==> config.mk <==
export PLATFORM = sky130hd
export DESIGN_NAME = fifo_width_downsizer
export DESIGN_NICKNAME = d
export VERILOG_FILES = /design/src/rtl/fifo_width_downsizer.sv
export SDC_FILE = /design/constraint.sdc
export NUM_CORES = 1
export LEC_CHECK = 0
export ABC_CLOCK_PERIOD_IN_PS = 1700
export CORE_MARGIN = 3
export CORE_UTILIZATION = 40
export DETAILED_ROUTE_END_ITERATION = 8
export PLACE_DENSITY = 0.79
export SLEW_MARGIN = 20
export SYNTH_ARGS = -nofsm -noshare
export SYNTH_HDL_FRONTEND = slang
export SYNTH_SLANG_ARGS = --single-unit
==> constraint.sdc <==
create_clock -name i_clk -period 1.7 [get_ports i_clk]
set_clock_uncertainty 0.15 [all_clocks]
set_input_delay 0.425 -clock i_clk [delete_from_list [all_inputs] [get_ports i_clk]]
set_output_delay 0.425 -clock i_clk [all_outputs]
set_load 0.02 [all_outputs]
==> src/rtl/fifo_width_downsizer.sv <==
// rtl/fifo_width_downsizer.sv - splits FIFO words into narrower valid/ready slices, LSB- or MSB-first per word
module fifo_width_downsizer #(
    parameter int DATA_WIDTH = 32,
    parameter int OUT_WIDTH  = 8,
    parameter int CW         = $clog2(DATA_WIDTH / OUT_WIDTH)
) (
    input  logic                  i_clk,
    input  logic                  i_rst_n,
    input  logic                  i_valid_s,
    input  logic [DATA_WIDTH-1:0] i_datain,
    input  logic                  i_msb_first,
    output logic                  o_ready_s,
    output logic                  o_valid_m,
    output logic [OUT_WIDTH-1:0]  o_dataout,
    output logic                  o_last,
    input  logic                  i_ready_m,
    output logic                  o_busy
);

    localparam int RATIO = DATA_WIDTH / OUT_WIDTH;
    localparam logic [CW-1:0] LAST_IDX = CW'(RATIO - 1);

    localparam logic [0:0] IDLE  = 1'b0;
    localparam logic [0:0] SHIFT = 1'b1;

    logic [0:0]            state;
    logic [CW-1:0]         cnt;
    logic [DATA_WIDTH-1:0] data_q;
    logic                  msb_q;

    logic                  at_last;
    logic                  accept;
    logic                  xfer;
    logic [CW-1:0]         sel_idx;
    logic [OUT_WIDTH-1:0]  slice;

    assign at_last   = (cnt == LAST_IDX);
    assign o_valid_m = (state == SHIFT);
    assign o_busy    = (state == SHIFT);
    assign o_last    = o_valid_m & at_last;

    // A new word may enter when idle, or in the same cycle the final slice leaves;
    // held low during reset so the FIFO is never popped by a block that is not running.
    assign o_ready_s = i_rst_n & ((state == IDLE) | ((state == SHIFT) & at_last & i_ready_m));

    assign accept = i_valid_s & o_ready_s;
    assign xfer   = o_valid_m & i_ready_m;

    // Map the emission counter onto a slice position according to the word's order flag.
    assign sel_idx = msb_q ? (LAST_IDX - cnt) : cnt;

    // Slice multiplexer written as a compare loop so non-power-of-two ratios stay in range.
    always_comb begin
        slice = '0;
        for (int i = 0; i < RATIO; i++) begin
            if (sel_idx == CW'(i)) begin
                slice = data_q[i*OUT_WIDTH +: OUT_WIDTH];
            end
        end
    end

    assign o_dataout = o_valid_m ? slice : '0;

    // Word capture, slice counting and the IDLE/SHIFT sequencing.
    always_ff @(posedge i_clk or negedge i_rst_n) begin
        if (!i_rst_n) begin
            state  <= IDLE;
            cnt    <= '0;
            data_q <= '0;
            msb_q  <= 1'b0;
        end else begin
            case (state)
                IDLE: begin
                    if (accept) begin
                        data_q <= i_datain;
                        msb_q  <= i_msb_first;
                        cnt    <= '0;
                        state  <= SHIFT;
                    end
                end
                SHIFT: begin
                    if (xfer) begin
                        if (!at_last) begin
                            cnt <= cnt + 1'b1;
                        end else if (accept) begin
                            data_q <= i_datain;
                            msb_q  <= i_msb_first;
                            cnt    <= '0;
                        end else begin
                            cnt   <= '0;
                            state <= IDLE;
                        end
                    end
                end
                default: begin
                    state <= IDLE;
                    cnt   <= '0;
                end
            endcase
        end
    end

endmodule

==> summary.txt, run 1 <==
Clocking
  • TritonCTS Buffers: 5
  • Clk_lat worst skew: 0.29 ns
  • Clock Sinks: 36
  • Max Buffers Root-to-Sink: 2
  • Clock Pin Slew Worst Setup and Hold Paths: 0.07 ns
  • CTS tree: done
  • H-tree depth: 2
  • CTS root buffer: clkbuf_8

Min path
  • Hold crit path type: in2async

Critical path
  • WP data required: 1.12 ns
  • Critical Path End Type: primary output
  • R2r endpoint: data_q[15]$_DFFE_PN0P_
  • Startpoint Class: flip-flop
  • R2R Path Start: cnt[0]$_DFFE_PN0P_
  • Reg-to-reg slack, setup: -0.36 ns
  • Reg2Reg Depth: 8
  • Cell mode on critical path: buf_4
  • Worst path max stage delay: 0.45 ns
  • Critical path class: reg2out
  • CP cell instances: buf_12, buf_4, mux2_2, o221ai_2, a211oi_2, buf_4
  • Crit-path slowest cell: dfrtp_2
  • Worst EP arrival: 1.73 ns
  • Worst Path Max Fanout: 4

STA
  • Worst-case headroom to the max-slew limit: 73.97%
  • Final worst slack: -0.6088 ns
  • Max Clock Freq: 433.1 MHz
  • # setup viols final: 43
  • Minimum clock period after layout: 2.309 ns
  • Final Hold Vio Count: 0
  • Slew @ Worst Pin: 0.3904 ns
  • Setup_tns: -16.78 ns
  • RSZ-0062 raised after global routing: true
  • Pins Over Slew Limit: 0
  • Final period util: 135.8%

Logic synthesis
  • Mean Syn Cell Area: 13.43 um2
  • Post-synth EDFFs: 0
  • Yosys warning total: 0
  • Post-Synth Simple-Gate Area: 5.994%
  • Ys async rst share: 100.0%
  • Syn Nets: 195
  • Sequential area share after synthesis: 42.73%
  • Largest family of logic cells by synthesized area: multiplexers
  • Mapped cell area: 2108 um2
  • Library cells used by synthesis: 29
  • Post-Synth XOR/XNOR Area: 0.4154%
  • Synth Area in Adders: 0.5935%
  • Post-synth top flop: dfrtp_1
  • Synth Register Bits: 36
  • Portion of netlist area occupied by mux cells: 39.47%
  • Syn Inst Count: 157
  • Compound-Gate Fraction of Synth Area: 6.647%

Run
  • Max cap viols: 0

Global route
  • Total gr overflow: 0
  • Total track usage: 18.02%
  • Largest net degree at the start of global routing: 33
  • Initial antenna violation count: 0
  • First-pass GRT wire length: 8.528 mm
  • Vias in the first global route: 1670

Place
  • Final Wtd Congestion: 0.8059
  • Dpl hpwl: 3.533 mm
  • IO Port Bufs: 48
  • Placed cells: 296

Outcome
  • Status: complete, but fails checks
  • Failing checks: setup timing

Route
  • WL/cell: 18.36 um
  • Drt total wl: 5.782 mm
  • DR pass1 iterations: 4
  • Vias: 1634
  • Vias/cell: 5.187
  • Drc violations: 0
  • DRT antenna net count: 0
  • DR iter-0 viols: 89

Finish
  • Fin nets: 285
  • Cell Count, Final, Fillers Out: 315
  • Multi-input logic area: 1423 um2
  • Diode count: 0
  • FF+latch area: 905.9 um2
  • Area growth syn-to-layout: 64.10%
  • Fill cells: 333
  • Share of layout cells above drive strength 1: 64.92%

Die
  • Initial Util: 42.93%
  • Io pins: 49
  • Die Area: 6178 um2
  • Die Ht: 78.60 um
  • Site row count: 25
  • Die Width: 78.60 um
  • Core area: 4911 um2

Pwr
  • P_int: 4.779 mW
  • Clock share of power: 7.8%
  • Peak VDD IR: 0.9835 mV
  • Leakage: 1.477 nW
  • Gate power share: 70.0%
  • Pwr Density: 2243 nW/um2
  • NetSw: 2.979 mW
  • Seq pwr share: 22.2%
  • Switching portion of total power: 38.40%
routing by layer:
layer | share of wire (%) | track usage (%) | vias up
met5 | 0 | 0 | -
met4 | 3.4 | 9.091 | 0
met3 | 3.2 | 3.670 | 18
met2 | 49 | 29.63 | 42
met1 | 44 | 22.34 | 807
li1 | - | - | 767
layout make-up:
| type | instances | area share, % |
|---|---|---|
| sequential | 36 | 26.18 |
| multi-input combinational | 108 | 41.12 |
| tap | 67 | 2.423 |
| inverter | 2 | 0.3617 |
| clock buffer | 8 | 2.604 |
| timing repair buffer | 94 | 27.31 |
cells by family (layout without fill, tap and decap cells):
family	Yosys count	after routing
flops	36	36
mux	64	64
compound gates	20	20
buf+inv	13	104
simple gates	22	22
fa+ha+maj	1	1
xor+xnor	1	1
flip-flops by register name, indices dropped and copies added (netlist names):
name and flops:
o_busy 1, cnt 2, data_q 32, msb_q 1
per-stage QoR:
step	hold slack, ns	instance area, um2	power, mW	setup WS, ns	util, %
after floorplan	-0.02059	2320	4.680	-0.07978	-
final	0.09584	3460	7.758	-0.6088	70.45
after CTS	0.1005	3354	7.149	-0.6088	68.31
after global routing	0.1123	3460	8.160	-0.6630	70.45
after global placement	0.2657	3054	5.976	-0.6690	62.19
after detailed placement	0.2560	3054	6.057	-0.7052	62.19
power groups by stage:
stage	logic [mW]	clock network, mW	registers (mW)
global placement	4.34	0	1.64
finish	5.43	0.607	1.72
floorplan	3.11	0	1.56
CTS	4.86	0.621	1.67
global route	5.73	0.651	1.78
detailed placement	4.40	0	1.66
cells in the mapped netlist, types with 2 or more instances:
cell type | instances | area (um2)
buf_4 | 4 | 30.03
nand2_1 | 4 | 15.01
nand3_1 | 2 | 10.01
mux2_2 | 33 | 371.6
nand2b_1 | 3 | 18.77
buf_6 | 3 | 33.78
clkbuf_1 | 3 | 11.26
o22ai_1 | 14 | 87.58
nor3_1 | 7 | 35.03
dfrtp_1 | 36 | 900.9
mux2_4 | 30 | 450.4
repair_timing:
action	CTS	global route
setup buffers	6	1
setup endpoints to repair	45	44
endpoints found under the hold margin	4	0
cloned	4	0
hold buffers	1	0
pin swaps	10	8
gates resized for setup	73	27
critical path: cells and delay by family (launching register included):
kind / cells / cell delay, ns
flip-flops: 1 / 0.45
buffers and inverters: 3 / 0.42
AO/OA/AOI/OAI: 2 / 0.25
multiplexers: 1 / 0.33
layout by cell type, fill, tap and decap left out, types with 5 or more instances in the layout:
cell and instances:
buf_12 5, buf_4 34, buf_6 10, clkbuf_8 6
clkdlybuf4s50_1 35, dfrtp_1 32, mux2_2 24, mux2_4 39
nor3_4 7, o22ai_4 11
worst max path at each step:
stage                                  start      endpoint  slack [ns]
final                     cnt[0]$_DFFE_PN0P_  o_dataout[6]       -0.61
after CTS                 cnt[0]$_DFFE_PN0P_  o_dataout[6]       -0.61
after detailed placement           i_ready_m     o_ready_s       -0.71
after global placement             i_ready_m     o_ready_s       -0.67
after global routing      cnt[0]$_DFFE_PN0P_  o_dataout[6]       -0.66
after floorplan           cnt[0]$_DFFE_PN0P_  o_dataout[0]       -0.08
Note: power is estimated with default switching activity, not from simulation.
==> run 2, diff against run 1 <==
--- a/config.mk
+++ b/config.mk
@@ -6,10 +6,12 @@
 export NUM_CORES = 1
 export LEC_CHECK = 0
 export ABC_CLOCK_PERIOD_IN_PS = 1700
+export CORE_ASPECT_RATIO = 1.25
 export CORE_MARGIN = 3
 export CORE_UTILIZATION = 40
 export DETAILED_ROUTE_END_ITERATION = 8
 export PLACE_DENSITY = 0.79
+export RECOVER_POWER = 100
 export SLEW_MARGIN = 20
 export SYNTH_ARGS = -nofsm -noshare
 export SYNTH_HDL_FRONTEND = slang
==> run 2 against run 1 <==
  * Count of clock-buffer cells in the layout fell by 1
  * Sequential share of layout area up 0.81 points
  * Via count decreased by 5.4%
  * Critical path depth stayed put
  * Die area hardly changed
  * Worst setup slack better by 0.054 ns
  * Utilization shrank 2.2 points
  * The flow still finishes with violations (setup timing)
  * Sequential cell count stayed put
  * Maximum frequency is 2.4% higher
  * Final cell count fell by 5.1%
  * Critical endpoint is now o_dataout[7]
  * First-iteration DRC count down 17%
==> summary.txt, run 2 (synthesis gave the netlist of run 1 again) <==
Die
  • Die Ht: 87.17 um (+11%)
  • Die Area: 6183 um2 (about the same)
  • Core area: 4905 um2 (-0.13%)
  • Initial Util: 42.98% (+0.055 points)
  • Site row count: 28 (+12%)
  • Io pins: 49 (unchanged)
  • Die Width: 70.94 um (-9.8%)

STA
  • Max Clock Freq: 443.5 MHz (+2.4%)
  • # setup viols final: 43 (unchanged)
  • Hold Slack: 0.3845 ns (+0.2886 ns)
  • RSZ-0062 raised after global routing: true
  • Worst-case headroom to the max-slew limit: 39.18% (-35 points)
  • Minimum clock period after layout: 2.255 ns (-0.05426 ns)
  • Final Hold Vio Count: 0 (unchanged)
  • Final worst slack: -0.5546 ns (+0.05426 ns)
  • Final period util: 132.6% (-3.2 points)
  • Slew @ Worst Pin: 0.9123 ns (+0.5219 ns)
  • Pins Over Slew Limit: 0 (unchanged)

Critical path
  • Worst Path Max Fanout: 16 (+12)
  • Crit path from: cnt[0]$_DFFE_PN0P_
  • R2R Path Start: cnt[0]$_DFFE_PN0P_
  • WP data required: 1.12 ns (about the same)
  • Critical Path End Type: primary output
  • Worst EP arrival: 1.68 ns (-0.05 ns)
  • Critical path class: reg2out
  • Startpoint Class: flip-flop

Route
  • Vias/cell: 5.171 (-0.32%)
  • DRT antenna net count: 0 (unchanged)
  • DR iter-0 viols: 74 (-17%)
  • WL/cell: 17.19 um (-6.3%)
  • Drc violations: 0 (unchanged)
  • Drt total wl: 5.141 mm (-11%)
  • Vias: 1546 (-5.4%)
  • DR pass1 iterations: 4 (unchanged)

Clocking
  • CTS tree: done
  • H-tree depth: 2 (unchanged)
  • Clock Pin Slew Worst Setup and Hold Paths: 0.07 ns (about the same)
  • Clock Sinks: 36 (unchanged)
  • CTS root buffer: clkbuf_8
  • TritonCTS Buffers: 5 (unchanged)
  • Clk_lat worst skew: 0.28 ns (about the same)
  • CTS Hold Bufs: 0 (-1)
  • Max Buffers Root-to-Sink: 2 (unchanged)

Pwr
  • Peak VDD IR: 1.104 mV (+12%)
  • Tot Pwr: 7.354 mW (-5.2%)
  • Leakage: 1.432 nW (-3.0%)
  • Pwr Density: 2197 nW/um2 (-2.0%)

Place
  • IO Port Bufs: 48 (unchanged)
  • Dpl hpwl: 3.315 mm (-6.2%)
  • Final Wtd Congestion: 0.7553 (-6.3%)

Min path
  • Hold Startpoint: data_q[28]$_DFFE_PN0P_
  • Hold crit path type: reg2reg

Outcome
  • Failing checks: setup timing
  • Status: complete, but fails checks

Finish
  • Diode count: 0 (unchanged)
  • Fin nets: 277 (-2.8%)
  • Fill cells: 347 (+4.2%)
  • Share of layout cells above drive strength 1: 64.02% (-0.90 points)
  • Max FFs per register: 32 (unchanged)
  • Largest Register: data_q
  • Commonest non-fill, non-tap cell in the layout: clkdlybuf4s50_1
  • Area growth syn-to-layout: 58.75%
  • Most frequent cells in the layout: clkdlybuf4s50_1 (35), dfrtp_1 (34), mux2_4 (33)
  • Largest registers: data_q: 32 flops, cnt: 2 flops

Global route
  • Total gr overflow: 0 (unchanged)
  • Initial antenna violation count: 0 (unchanged)
  • First-pass GRT wire length: 8.328 mm (-2.3%)
  • Largest net degree at the start of global routing: 37 (+12%)
  • Vias in the first global route: 1614 (-3.4%)
  • Total track usage: 17.44% (-0.58 points)

Run
  • Max cap viols: 0 (unchanged)
-- run 2: layout make-up --
class	instances	area, um2	area share (%)
timing repair buffer	86	889.6	26.58
inverter	2	12.51	0.3738
clock buffer	7	96.34	2.879
multi-input combinational	108	1370	40.93
tap	60	75.07	2.243
sequential	36	903.4	26.99
-- run 2: critical path, cell delays in order, from the launching register on --
cell	delay, ns
dfrtp_2	0.44
buf_12	0.17
buf_4	0.12
mux2_2	0.33
o22ai_2	0.16
nor3_4	0.05
buf_6	0.13
-- run 2: stage by stage --
step	util [%]	std cells	setup TNS, ns	area, um2	setup slack [ns]
detailed placement	62.35	284	-21.20	3058	-0.6873
CTS	67.78	300	-16.67	3324	-0.5822
global placement	62.35	284	-19.66	3058	-0.6714
global route	68.24	299	-18.19	3347	-0.6151
finish	68.24	299	-16.46	3347	-0.5546
floorplan	-	157	-0.6326	2320	-0.07978
-- run 2: routing by layer --
layer | vias up | wire length, um | GRT usage [%]
met5 | - | 0 | 0
met4 | 0 | 74 | 4.957
met3 | 7 | 195 | 3.811
met2 | 34 | 2638 | 30.63
met1 | 762 | 2232 | 21.48
li1 | 743 | - | -
-- run 2: final timing paths --
path / slack (ns) / cells past startpoint / end
worst max-delay path: -0.55 / 6 / o_dataout[7]
worst min-delay path: 0.38 / 1 / data_q[28]$_DFFE_PN0P_
worst max register to register: -0.37 / 9 / data_q[26]$_DFFE_PN0P_
worst min register to register: 0.38 / 1 / data_q[28]$_DFFE_PN0P_
max in group asynchronous: 0.38 / 3 / cnt[0]$_DFFE_PN0P_
min in group asynchronous: 0.40 / 3 / data_q[1]$_DFFE_PN0P_
-- run 2: report_power, final --
group          switching (mW)  internal [mW]
sequential              0.404           1.30
combinational            2.02           2.98
clock                   0.290          0.361
total                    2.71           4.64
-- run 2: repair_timing --
action,in CTS,in global routing
endpoints found under the hold margin,0,0
setup endpoints to repair,45,43
pin swaps,3,5
gates cloned,2,0
buffers inserted,7,0
resized for setup,76,10
